### config.mk
export PLATFORM = sky130hd
export DESIGN_NAME = decode_issue_buffer
export DESIGN_NICKNAME = d
export VERILOG_FILES = /design/src/rtl/decode_issue_buffer.sv
export SDC_FILE = /design/constraint.sdc
export NUM_CORES = 1
export LEC_CHECK = 0
export BUFFER_PORTS_ARGS = -buffer_cell sky130_fd_sc_hd__buf_2
export CORE_MARGIN = 2
export CORE_UTILIZATION = 49
export CTS_CLUSTER_DIAMETER = 120
export DETAILED_ROUTE_END_ITERATION = 10
export PLACE_DENSITY = 0.78
export SLEW_MARGIN = 20
export SYNTH_ARGS = -nofsm -noshare
export SYNTH_HDL_FRONTEND = slang
export SYNTH_SLANG_ARGS = --single-unit
### constraint.sdc
create_clock -name clk -period 1.8 [get_ports clk]
set_input_delay 0.18 -clock clk [delete_from_list [all_inputs] [get_ports clk]]
set_output_delay 0.18 -clock clk [all_outputs]
set_load 0.01 [all_outputs]
### src/rtl/decode_issue_buffer.sv
// Two-entry decode->execute skid buffer with load-use bubble insertion and flush.
// Optional stall-cycle counter enabled by defining STALL_COUNT_EN.
module decode_issue_buffer #(
    parameter int CTL_W = 32
) (
    input  logic             clk,
    input  logic             reset,
    input  logic             in_valid,
    output logic             in_ready,
    input  logic             hazard_bubble,
    input  logic             flush,
    input  logic [63:0]      in_pc,
    input  logic [63:0]      in_rd1,
    input  logic [63:0]      in_rd2,
    input  logic [4:0]       in_dst,
    input  logic             in_ismem,
    input  logic             in_write,
    input  logic [CTL_W-1:0] in_ctl,
    output logic             out_valid,
    input  logic             out_ready,
    output logic [63:0]      out_pc,
    output logic [63:0]      out_rd1,
    output logic [63:0]      out_rd2,
    output logic [4:0]       out_dst,
    output logic             out_ismem,
    output logic             out_write,
    output logic [CTL_W-1:0] out_ctl,
    output logic             out_bubble,
    output logic [31:0]      stall_cnt
);

    typedef enum logic [1:0] {EMPTY, ONE, TWO} state_t;

    typedef struct packed {
        logic [63:0]      pc;
        logic [63:0]      rd1;
        logic [63:0]      rd2;
        logic [4:0]       dst;
        logic             ismem;
        logic             write;
        logic [CTL_W-1:0] ctl;
    } entry_t;

    state_t state_reg, state_next;
    entry_t head_reg, head_next;
    entry_t skid_reg, skid_next;
    entry_t in_entry;
    logic   in_ready_reg;
    logic   accept;
    logic   pop;

    assign in_entry = '{pc: in_pc, rd1: in_rd1, rd2: in_rd2, dst: in_dst,
                        ismem: in_ismem, write: in_write, ctl: in_ctl};

    assign out_valid  = (state_reg != EMPTY);
    assign out_bubble = ~out_valid;
    assign in_ready   = in_ready_reg;

    assign out_pc    = head_reg.pc;
    assign out_rd1   = head_reg.rd1;
    assign out_rd2   = head_reg.rd2;
    assign out_dst   = head_reg.dst;
    assign out_ismem = head_reg.ismem;
    assign out_write = head_reg.write;
    assign out_ctl   = head_reg.ctl;

    assign accept = in_valid & in_ready_reg & ~hazard_bubble & ~flush;
    assign pop    = out_valid & out_ready;

    always_comb begin
        state_next = state_reg;
        head_next  = head_reg;
        skid_next  = skid_reg;
        case (state_reg)
            EMPTY: begin
                if (accept) begin
                    head_next  = in_entry;
                    state_next = ONE;
                end
            end
            ONE: begin
                if (accept && pop) begin
                    head_next = in_entry;
                end else if (accept) begin
                    skid_next  = in_entry;
                    state_next = TWO;
                end else if (pop) begin
                    state_next = EMPTY;
                end
            end
            TWO: begin
                if (pop) begin
                    head_next  = skid_reg;
                    state_next = ONE;
                end
            end
            default: state_next = EMPTY;
        endcase
        // Flush only kills valid bits; payload movement above is harmless.
        if (flush) begin
            state_next = EMPTY;
        end
    end

    always_ff @(posedge clk or negedge reset) begin
        if (!reset) begin
            state_reg    <= EMPTY;
            head_reg     <= '0;
            skid_reg     <= '0;
            in_ready_reg <= 1'b1;
        end else begin
            state_reg    <= state_next;
            head_reg     <= head_next;
            skid_reg     <= skid_next;
            in_ready_reg <= (state_next != TWO);
        end
    end

`ifdef STALL_COUNT_EN
    logic [31:0] stall_cnt_reg;

    always_ff @(posedge clk or negedge reset) begin
        if (!reset) begin
            stall_cnt_reg <= '0;
        end else if (in_valid && (hazard_bubble || !in_ready_reg) && !flush
                     && (stall_cnt_reg != 32'hFFFF_FFFF)) begin
            stall_cnt_reg <= stall_cnt_reg + 32'd1;
        end
    end

    assign stall_cnt = stall_cnt_reg;
`else
    assign stall_cnt = 32'd0;
`endif

endmodule

# Yosys cells after proc, flatten, opt, wreduce, memory -nomap -nowiden
# Index checks and enable logic that the tools add are counted.
[word_totals] register_bits=465 latch_bits=0 ramBits=0 romBits=0 mem_count=0
[classes] addsub=0 multipliers=0 n_div=0 order_cmp=0 eq_ne=6 shifts=0 n_mux=11 bitwise=8 reduce_logical=6
[op_table] operator="231-bit two-way mux" n=3
[op_table] operator="231-bit one-hot mux with 3 select lines" n=1
[op_table] operator="2-bit two-way mux" n=6
[op_table] operator="2-bit != test (second input constant)" n=4
[op_table] operator="2-bit one-hot mux with 3 select lines" n=1
[op_table] operator="1-bit AND" n=4
[op_table] operator="1-bit NOT" n=4
[op_table] operator="4-bit AND reduction" n=1
[op_table] operator="3-bit AND reduction" n=1
[op_table] operator="3-bit nonzero test" n=1
[op_table] operator="2-bit by 1-bit == test with 1-bit output (second input constant)" n=1
[op_table] operator="2-bit == test (second input constant)" n=1
[op_table] operator="2-bit zero test" n=1
[op_table] operator="2-bit nonzero test" n=1
[op_table] operator="1-bit logical AND" n=1

# Longest topological paths before layout
[depth] word_depth=8 ltp_mapped=7 mapped_depth_nobuf=3

# Least setup slack after synthesis
# Ideal clock, no wire load.
[synth_timing] path_kind="register to register" startpoint="register in_ready_reg (netlist: in_ready)" endpoint="register head_reg, in the netlist out_ctl[0]" setup_time_ns=0.125 arrival_time_ns=1.715 path_slack_ns=-0.040 stages_incl_launch_ff=7 n_path_buf=3 period_less_slack_ns=1.840 cell_sequence="dfstp_2 -> and4bb_4 -> a32o_1 -> buf_2 -> buf_6 -> buf_6 -> mux2_4"
[synth_between] elab_chain_cells=6 elab_cells_between_ends=7 classes_between="eq/ne: 2; bitwise: 3; reduce/logical: 2"
[synth_lines] item="start: declaration" line="48" text="logic in_ready_reg;"
[synth_lines] item="start signal: assignment" line="115" text="in_ready_reg <= (state_next != TWO);"
[synth_lines] item="1-bit AND * (3 in a row)" line="67" text="assign accept = in_valid & in_ready_reg & ~hazard_bubble & ~flush;"
[synth_lines] item="1-bit logical AND" line="82" text="if (accept && pop) begin"
[synth_lines] item="2-bit != test (no source line)"
[synth_lines] item="4-bit AND reduction (no source line) *"
[synth_lines] item="end signal: assignment" line="113" text="head_reg <= head_next;"
[synth_lines] item="end: declaration" line="45" text="entry_t head_reg, head_next;"
# Every way passes the cells marked *; elsewhere a longest branch is shown, timed or not.
# A chain may end at the register's enable or synchronous reset.

# Final worst setup path
[layout_timing] startpoint="register in_ready_reg (netlist: in_ready)" endpoint="register head_reg, in the netlist out_rd2[13]"
# The elaborated chain is that of the path after synthesis.

==> impl_metrics.toml <==
[sta]
timing.final.ws_setup_ns = -0.122
max_clock_freq_ghz = 0.520
final_hold_viol_count = 0
rsz0062_at_grt = "true"
drv_slew = 0
layout_min_cycle_time_ns = 1.92
post-route-period-util_pct = 107
clock_skew_ns = 0.0280
whs_ns = 0.0830
finalSetupViolCount = 218

[clocking]
clkTransAtPathRegs_ns = 0.06
clock_latency_ns = 0.59
cts_buffers = 50
h-tree-depth = 2
clkSinkCount = 465
cts-root-buf = "clkbuf_16"
cts_tree = "done"
max-clock-path-buffers = 3

[synthesis]
ys_ff_latch = 465
syn_area_per_cell_sq_um = 16.4
ys_top_cells_by_count = "464 x dfrtp_1, 403 x mux2_2, 190 x mux2_4"
synthFlopType = "dfrtp_1"
synth-edff-count = 0
async_flop_share_pct = 100
synth_top_area_share_pct = 55.2
ys_types = 24
yosys_warnings = 0
yosysMostFrequentCell = "dfrtp_1"
syn_inst = 1286
ys_seq_area_share_pct = 55.3
synth_top_cell_by_area = "dfrtp_1"
synth.cell_area_sq_um = 21000
synth_area_leaders = "dfrtp_1 55%, mux2_2 22%, mux2_4 14%"

[grt]
grtUsageMet3_pct = 5.59
grtUsageTotal_pct = 25.3
top_usage_layer = "met2"
grt_pass1_wl_um = 88200
use_met1_pct = 29.3
grt-ovfl-total = 0
grtUsageMet2_pct = 44.0
grt_antenna_before_repair = 7
grt_pass1_vias = 15600
grt_max_degree = 63

[drt]
drtIter0Drc = 664
route.vias.total = 14000
wirelength_um = 57300
firstDrtPassIters = 4
routedWlPerCell_um = 21.6
ant_nets = 0
viasPerCell = 5.29
drc_errors = 0

[finish]
largest_reg_flops = 231
regArea_sq_um = 11600
area_growth_pct = 37.5
fin_nets = 2306
nFillCells = 2649
multi_input_area_sq_um = 8810
post_route_cells_drive_above_1_share_pct = 59.7

[critical_path]
end_kind = "flop"
critPathArrivalTime_ns = 2.37
startpoint_type = "flop"
crit_type = "reg -> reg"
crit_fanout = 15
cp.required_ns = 2.25

[pwr]
vdd_drop_max_mv = 0.831
p_leak_nw = 14.0
p_switching_w = 0.00867
p_int_w = 0.0230
clkPwrFrac_pct = 32.4
seqPwrFrac_pct = 45.2
report.power.total_w = 0.0317
swShare_pct = 27.3
power_density_nw_per_um2 = 1100
pwr-share-comb_pct = 22.4

[floorplan]
ios = 503
dieArea_sq_um = 44600
fp.coreArea_sq_um = 42100
die_x_um = 211
die_h_um = 211
start_util_pct = 49.9
rows = 75

[flow_run]
maxCapViolCount = 0

[place]
place_congestion = 0.820
place_hpwl_um = 36200
place_ws_ns = -0.0855
port-buffer-count = 470

[outcome]
violations = "negative setup slack"
status = "finished with violations"

[worst_hold_path]
hp-class = "in -> reg"
## worst paths after layout
check | slack, ns | cells past startpoint | start | to
worst max-delay path | -0.12 | 5 | in_ready$_DFF_PN1_ | out_rd2[13]$_DFFE_PN0P_
worst min-delay path | 0.08 | 4 | in_valid | state_reg[0]$_DFF_PN0_
worst max register to register | -0.12 | 5 | in_ready$_DFF_PN1_ | out_rd2[13]$_DFFE_PN0P_
worst min register to register | 0.49 | 1 | out_ctl[31]$_DFFE_PN0P_ | out_ctl[31]$_DFFE_PN0P_
max in group asynchronous | 0.91 | 4 | reset | out_rd1[16]$_DFFE_PN0P_
min in group asynchronous | 0.13 | 2 | reset | skid_reg[12]$_DFFE_PN0P_
## final cells by class
cell class | count | area share [%]
Sequential cell | 465 | 40.2
Multi-Input combinational cell | 741 | 30.5
Timing Repair Buffer | 809 | 21.3
Clock buffer | 73 | 5.21
Tap cell | 539 | 2.33
Clock inverter | 12 | 0.415
Antenna cell | 5 | 0.0432
Inverter | 2 | 0.0259
## stage by stage
step                utilization (%)  setup TNS (ns)  instance area, sq um  instances
finish                         68.7          -15.73                 28900       2646
detailed placement             58.6          -10.51                 24700       2314
floorplan                         -          -0.699                 21300       1317
global placement               58.6           -6.04                 24700       2314
CTS                            68.3          -15.53                 28800       2636
global route                   68.7          -24.09                 28900       2646
## layer usage
metal	wire length (um)	up-vias
li1	-	6127
met1	21800	7154
met2	29300	525
met3	3130	194
met4	3090	4
met5	24	-
## repair_timing
action | in CTS | in global routing
gates cloned | 1 | 3
resized for setup | 11 | 13
buffers inserted | 2 | 2
hold buffers | 234 | 0
hold endpoints to repair | 749 | 0
setup endpoints to repair | 228 | 320
## placed cells by master (no fill, tap or decap), drive strengths merged
| cell | count |
|---|---|
| a211o | 1 |
| a211oi | 1 |
| a21oi | 1 |
| a32o | 1 |
| and4bb | 1 |
| buf | 571 |
| bufbuf | 1 |
| bufinv | 2 |
| clkbuf | 76 |
| clkinv | 8 |
| clkinvlp | 1 |
| conb | 32 |
| dfrtp | 464 |
| dfstp | 1 |
| diode | 5 |
| dlygate4sd3 | 234 |
| inv | 3 |
| mux2 | 693 |
| mux2i | 1 |
| nand2 | 1 |
| nand2b | 2 |
| nand3 | 1 |
| nand3b | 1 |
| nor2b | 2 |
| o32ai | 1 |
| or2 | 2 |
## logic make-up after synthesis
family                 after synthesis  synth area share, %
other                                1               0.0178
flip-flops                         465                 55.3
buffers and inverters              111                 3.61
multiplexers                       694                 40.5
AO/OA/AOI/OAI                        5                0.190
AND/OR/NAND/NOR                     10                0.333
## power groups by stage
stage               registers, W  clock network (W)  logic, W
global route              0.0145             0.0109   0.00754
global placement          0.0142                  0   0.00624
detailed placement        0.0143                  0   0.00649
floorplan                 0.0146                  0   0.00329
finish                    0.0143             0.0103   0.00710
CTS                       0.0142             0.0104   0.00697
## critical path, cell delays in order, from the launching register on
cell      delay, ns
dfstp_2        0.53
and4bb_4       0.27
a32o_4         0.24
buf_12         0.20
buf_12         0.20
mux2_4         0.33
No activity file was read; power rests on OpenSTA's default activity.
